[src/rtl/word_narrow_16.sv]
// word_narrow_16: accepts a 32-bit word and emits it on a 16-bit stream.
// Word mode (in_mode=0) sends two halfword beats; LOW_FIRST sets their order.
// Half mode (in_mode=1) sends one beat narrowed to signed 16 bits. An
// overflow is flagged on that beat and latched into ovf_sticky.
// Build option: define WORD_NARROW_SAT_EN to saturate overflowing half-mode
// beats. Without it, the low halfword is passed through (truncation).
module word_narrow_16 #(
    parameter bit LOW_FIRST = 1'b1
) (
    input  logic        clk,
    input  logic        rst_n,
    input  logic        in_valid,
    output logic        in_ready,
    input  logic [31:0] in_data,
    input  logic        in_mode,
    output logic        out_valid,
    input  logic        out_ready,
    output logic [15:0] out_data,
    output logic        out_last,
    output logic        out_ovf,
    output logic        ovf_sticky,
    input  logic        ovf_clr
);

    localparam logic [1:0] IDLE  = 2'd0;
    localparam logic [1:0] BEAT0 = 2'd1;
    localparam logic [1:0] BEAT1 = 2'd2;

    logic [1:0]  state_r;
    logic [1:0]  state_next_s;
    logic [31:0] data_r;
    logic        mode_r;
    logic        ovf_r;
    logic        ovf_sticky_r;
    logic        accept_s;
    logic        beat_hs_s;

    // A word fits in signed 16 bits only when its upper half is pure sign extension.
    function automatic logic half_ovf(input logic [31:0] d);
        half_ovf = (d[31:16] != {16{d[15]}});
    endfunction

    // Produces the single half-mode beat from the captured word.
    function automatic logic [15:0] narrow_half(input logic [31:0] d);
`ifdef WORD_NARROW_SAT_EN
        if (half_ovf(d)) begin
            narrow_half = d[31] ? 16'h8000 : 16'h7FFF;
        end else begin
            narrow_half = d[15:0];
        end
`else
        narrow_half = d[15:0];
`endif
    endfunction

    assign in_ready   = (state_r == IDLE);
    assign out_valid  = (state_r == BEAT0) || (state_r == BEAT1);
    assign accept_s   = in_valid && in_ready;
    assign beat_hs_s  = out_valid && out_ready;
    assign ovf_sticky = ovf_sticky_r;

    // Next-state logic: a beat advances only on a downstream handshake.
    always_comb begin
        state_next_s = state_r;
        case (state_r)
            IDLE: begin
                if (accept_s) begin
                    state_next_s = BEAT0;
                end else begin
                    state_next_s = IDLE;
                end
            end
            BEAT0: begin
                if (out_ready) begin
                    state_next_s = mode_r ? IDLE : BEAT1;
                end else begin
                    state_next_s = BEAT0;
                end
            end
            BEAT1: begin
                if (out_ready) begin
                    state_next_s = IDLE;
                end else begin
                    state_next_s = BEAT1;
                end
            end
            default: state_next_s = IDLE;
        endcase
    end

    // State and capture registers. A reset drops any word that is in progress.
    always_ff @(posedge clk) begin
        if (!rst_n) begin
            state_r <= IDLE;
            data_r  <= 32'h0000_0000;
            mode_r  <= 1'b0;
            ovf_r   <= 1'b0;
        end else begin
            state_r <= state_next_s;
            if (accept_s) begin
                data_r <= in_data;
                mode_r <= in_mode;
                ovf_r  <= in_mode && half_ovf(in_data);
            end else begin
                data_r <= data_r;
                mode_r <= mode_r;
                ovf_r  <= ovf_r;
            end
        end
    end

    // Sticky overflow flag. A clear wins over a simultaneous set.
    always_ff @(posedge clk) begin
        if (!rst_n) begin
            ovf_sticky_r <= 1'b0;
        end else if (ovf_clr) begin
            ovf_sticky_r <= 1'b0;
        end else if (beat_hs_s && out_ovf) begin
            ovf_sticky_r <= 1'b1;
        end else begin
            ovf_sticky_r <= ovf_sticky_r;
        end
    end

    // Beat decode from state and captured word. Outputs are all zero when no beat is offered.
    always_comb begin
        out_data = 16'h0000;
        out_last = 1'b0;
        out_ovf  = 1'b0;
        case (state_r)
            BEAT0: begin
                if (mode_r) begin
                    out_data = narrow_half(data_r);
                    out_last = 1'b1;
                    out_ovf  = ovf_r;
                end else begin
                    out_data = LOW_FIRST ? data_r[15:0] : data_r[31:16];
                    out_last = 1'b0;
                    out_ovf  = 1'b0;
                end
            end
            BEAT1: begin
                out_data = LOW_FIRST ? data_r[31:16] : data_r[15:0];
                out_last = 1'b1;
                out_ovf  = 1'b0;
            end
            default: begin
                out_data = 16'h0000;
                out_last = 1'b0;
                out_ovf  = 1'b0;
            end
        endcase
    end

endmodule

[config.mk]
export PLATFORM = sky130hd
export DESIGN_NAME = word_narrow_16
export DESIGN_NICKNAME = d
export VERILOG_FILES = /design/src/rtl/word_narrow_16.sv
export SDC_FILE = /design/constraint.sdc
export NUM_CORES = 1
export LEC_CHECK = 0
export ABC_AREA = 1
export CAP_MARGIN = 20
export CORE_MARGIN = 4
export CORE_UTILIZATION = 45
export CTS_BUF_LIST = sky130_fd_sc_hd__clkbuf_16
export DETAILED_ROUTE_END_ITERATION = 12
export GPL_TIMING_DRIVEN = 0
export PLACE_DENSITY = 0.79
export RECOVER_POWER = 100
export SLEW_MARGIN = 20
export SYNTH_ARGS = -nofsm -noshare
export SYNTH_HDL_FRONTEND = slang
export SYNTH_SLANG_ARGS = --single-unit
[constraint.sdc]
create_clock -name clk -period 1.85 [get_ports clk]
set_clock_uncertainty 0.2 [all_clocks]
set_input_delay 0.37 -clock clk [delete_from_list [all_inputs] [get_ports clk]]
set_output_delay 0.37 -clock clk [all_outputs]
set_load 0.05 [all_outputs]
Word-level counts from Yosys, hierarchy flattened:

Index checks and enable logic that the tools add are counted.

* output and inout bits: 21
* logic and storage cells: 26
* register bits: 37
* input port bits: 38

* bitwise gates (word level): 1
* multiplexer cells: 10
* equal/unequal tests: 3
* reduce and logical (&&, ||, !) cells: 7

Operators with widths (number)
* 16-bit case mux with 2 select lines: 1
* 16-bit != test: 1
* 2-bit 2-to-1 mux: 3
* 2-bit case mux with 3 select lines: 1
* 1-bit logical AND: 4
* 1-bit 2-to-1 mux: 4
* 2-bit by 1-bit == test with 1-bit output (second input constant): 1
* 2-bit == test (second input constant): 1
* 2-bit logical NOT: 1
* 1-bit case mux with 2 select lines: 1
* 2-bit OR reduction: 1
* 1-bit logical OR: 1
* 1-bit inverter: 1

Longest topological paths before layout:

* depth after elaboration: 4
* gate-level depth with buffers: 8
* depth with buffers taken out: 8

Worst setup path after synthesis:

No wires, ideal clock.

* path type: register to output
* from: register state_r[0]
* to: output port out_data[10]
* data required time: 1280 ps
* stages on the path, launching flop included: 6
* data arrival time: 2115 ps
* buffers on the path: 1
* setup slack: -835 ps
* cells stage by stage: dfxtp_1 > inv_1 > ha_1 > inv_2 > clkbuf_1 > a21oi_1

* longest elaborated chain between the ends: 2
* elaborated cells between the ends (all ways): 3
* classes of those cells: 2 x eq/ne; 1 x mux

RTL lines
* start, declared: RTL line 29 `logic [1:0] state_r;`
* start signal, assigned: RTL line 99 `state_r <= state_next_s;`
* 2-bit == test / 2-bit by 1-bit == test with 1-bit output (equally long branches): RTL line 130 `case (state_r)`
* 16-bit case mux with 2 select lines *: RTL line 130
* end, declared: RTL line 18 `output logic [15:0] out_data,`

Mark *: on every way between the ends. The rest lies on a longest branch, timed or not.

Worst setup path after layout:

* from: register state_r[0]
* to: output port out_data[2]

Same word-level chain as after synthesis.

==> impl_metrics.ini <==
[status]
status = finished with violations
violations = negative setup slack

[clock_network]
htreeDepth = 2
numClockSinks = 37
clock_path_buffers = 2
clock_latency_ns = 0.28
path_clk_slew_ns = 0.06
cts_tree = done
numCtsBuffers = 5
cts-root-buf = clkbuf_16

[sta]
final-setup-viol-count = 18
hold_violations = 0
setup-tns-final_ns = -3.79
slew_headroom = 0.677
worst_slack_ns = -0.255
timing.final.crit_share = 1.14
hold_ws_ns = 0.283
maxClockFrequency_ghz = 0.475
tightest_slew_ns = 0.486
rsz0062_at_grt = yes
final.min_clock_period_ns = 2.11
maxSlewViolCount = 0

[placed_design]
gp_congestion = 0.809
place_hpwl_microns = 3750
portBuffers = 58
dp_cells = 362
pre_cts_slack_ns = -0.765
dpl_cell_area_sq_um = 2570

[die]
boundaryPins = 59
fp.dieW_microns = 70.3
num_rows = 22
dieArea_sq_um = 4940
core-area_sq_um = 3720
die_y_microns = 70.3
initial_core_util = 0.470

[logic_synthesis]
yosys_warnings = 0
syn_avg_cell_area_sq_um = 6.82
synth_top_area_cell = dfxtp_1
synth_top_area_frac = 0.424
yosysUniqueCellTypes = 24
postSynthCellCount = 256
ys_seq_area_frac = 0.424
netlist_area_sq_um = 1750
synth-seq-cells = 37
synth.top_cells.by_area = dfxtp_1 42%, nor2_1 15%, nand2_1 11%, o21ai_1 8.9%, a21oi_1 6.0%
syn_nets = 298

[setup_path]
r2r-start = state_r[0]
cp-end-kind = primary output
required_ns = 1.28
cp-start-kind = flop
cp.buffers_inverters = 4
crit_type = flop to primary output
r2r_end = data_r[28]
critical_path.top_delay_family = buffers and inverters
max_stage_delay_ns = 0.38
arrival_ns = 1.54
crit_slowest_cell = dfxtp_4
path_cells = inv_4 -> ha_4 -> inv_8 -> clkbuf_16 -> a21oi_4 -> buf_6
r2r_cells = 7
worstPathMaxFanout = 9
regToRegSetupSlack_ns = 0.05

[finish]
final_core_utilization = 0.816
syn2layout_area_growth_pct = 73.8
n_antenna_cell = 0
layout.nets = 377
drive_gt1_frac = 0.299
nFillCells = 247
instances_no_fill = 383
design_area_sq_um = 3030

[routing]
via_count = 1997
top_layer_used = met4
wire_per_inst_microns = 16.0
met1_length_microns = 2500
drc_errors = 0
met2_length_microns = 3080
wl_met3_microns = 362
routed_wl_microns = 6120
drt_iter0_drc = 150
ant_nets = 0
dr.pass1.iters = 4
viasPerCell = 5.21

[grt]
grt_usage = 0.238
antenna_found_initial = 0
overflow = 0
grt_pass1_vias = 2050
grt_max_degree = 11
grt_pass1_wl_microns = 9430

[power_and_ir_drop]
p_int_mw = 1.64
leakagePower_nw = 1.24
combPwrFrac = 0.270
p_switching_mw = 0.707
seqPwrFrac = 0.394
sw_frac_of_total = 0.302
cellPowerDensity_nw_per_um2 = 773
clkPwrFrac = 0.336
p_total_mw = 2.34
vdd_drop_max_uv = 472

[worst_hold_path]
hp-class = flop to flop
min_to = ovf_r
hp-start = ovf_r
worstHoldPathCells = 2

[job]
drv_cap = 0
## power by group through the flow
stage                     clock, mW  combinational (mW)  sequential (mW)
after floorplan                   0               0.340            0.917
after global placement            0               0.504            0.925
after detailed placement          0               0.515            0.927
after CTS                     0.783               0.578            0.913
after global routing          0.821               0.675            0.931
final                         0.788               0.632            0.923
## layout make-up
| class | instances | area, sq um | area share |
|---|---|---|---|
| buffer | 14 | 123 | 0.0404 |
| timing repair buffer | 72 | 772 | 0.255 |
| clock buffer | 5 | 125 | 0.0413 |
| multi-input combinational | 193 | 1140 | 0.375 |
| sequential | 37 | 748 | 0.247 |
| tap | 48 | 60.1 | 0.0198 |
| inverter | 12 | 60.1 | 0.0198 |
| clock inverter | 2 | 7.51 | 0.00248 |
## flip-flops by register name (all words and copies together), names as in the netlist
register and cells:
data_r 32, ovf_sticky 1, mode_r 1, state_r 2, ovf_r 1
## worst min-delay path: stages, from the launching register on
cell	delay (ns)
dfxtp_1	0.31
nand2_1	0.08
a21oi_2	0.05
## cells by family (layout without fill, tap and decap cells)
logic type                 count (synthesis)  in the layout  synth area share
AOI/OAI and AO/OA                         56             56             0.169
and+or+nand+nor                          133            133             0.311
buffers and inverters                     26            105            0.0667
adders and majority gates                  4              4            0.0287
DFF                                       37             37             0.424
## synth_stat cells (all sizes together)
| master | count |
|---|---|
| or2 | 2 |
| a31oi | 1 |
| clkinv | 1 |
| nand3b | 2 |
| dfxtp | 37 |
| nand2 | 52 |
| a21oi | 22 |
| nor2 | 72 |
| clkbuf | 3 |
| buf | 11 |
| inv | 11 |
| a2111oi | 1 |
| nor3 | 4 |
| nand3 | 1 |
| ha | 4 |
| o21ai | 32 |
## per-layer routing
| layer | GRT usage | up-vias |
|---|---|---|
| li1 | - | 978 |
| met1 | 0.287 | 922 |
| met2 | 0.412 | 82 |
| met3 | 0.0417 | 15 |
| met4 | 0.102 | 0 |
| met5 | 0 | - |
## cells in the final DEF (no fill, tap or decap), types with 4 or more instances in the layout
master and n:
a21oi_1 4, o21ai_1 31, dfxtp_1 35, clkbuf_16 8
inv_1 8, buf_6 25, buf_2 7, buf_4 6
nand2_4 4, nand2_2 14, a21oi_2 7, buf_8 4
clkdlybuf4s50_1 37, nand2_1 34, a21oi_4 11, nor2_1 71
## what timing repair did
| action | in CTS | in global routing |
|---|---|---|
| endpoints found under the hold margin | 0 | 0 |
| resized for setup | 160 | 30 |
| cloned | 4 | 1 |
| setup endpoints to repair | 21 | 19 |
| hold buffers | 0 | 0 |
| buffers inserted | 3 | 7 |
| pin swaps | 4 | 10 |
## worst max path at each step
stage,startpoint,endpoint,slack (ns),cells past startpoint
detailed placement,state_r[0],out_data[8],-0.77,7
CTS,state_r[1],out_data[2],-0.25,7
global route,state_r[0],out_data[9],-0.31,6
finish,state_r[0],out_data[2],-0.26,6
global placement,state_r[0],out_data[8],-0.74,7
floorplan,state_r[0],out_data[10],-0.05,5
No activity file was read; power rests on OpenSTA's default activity.
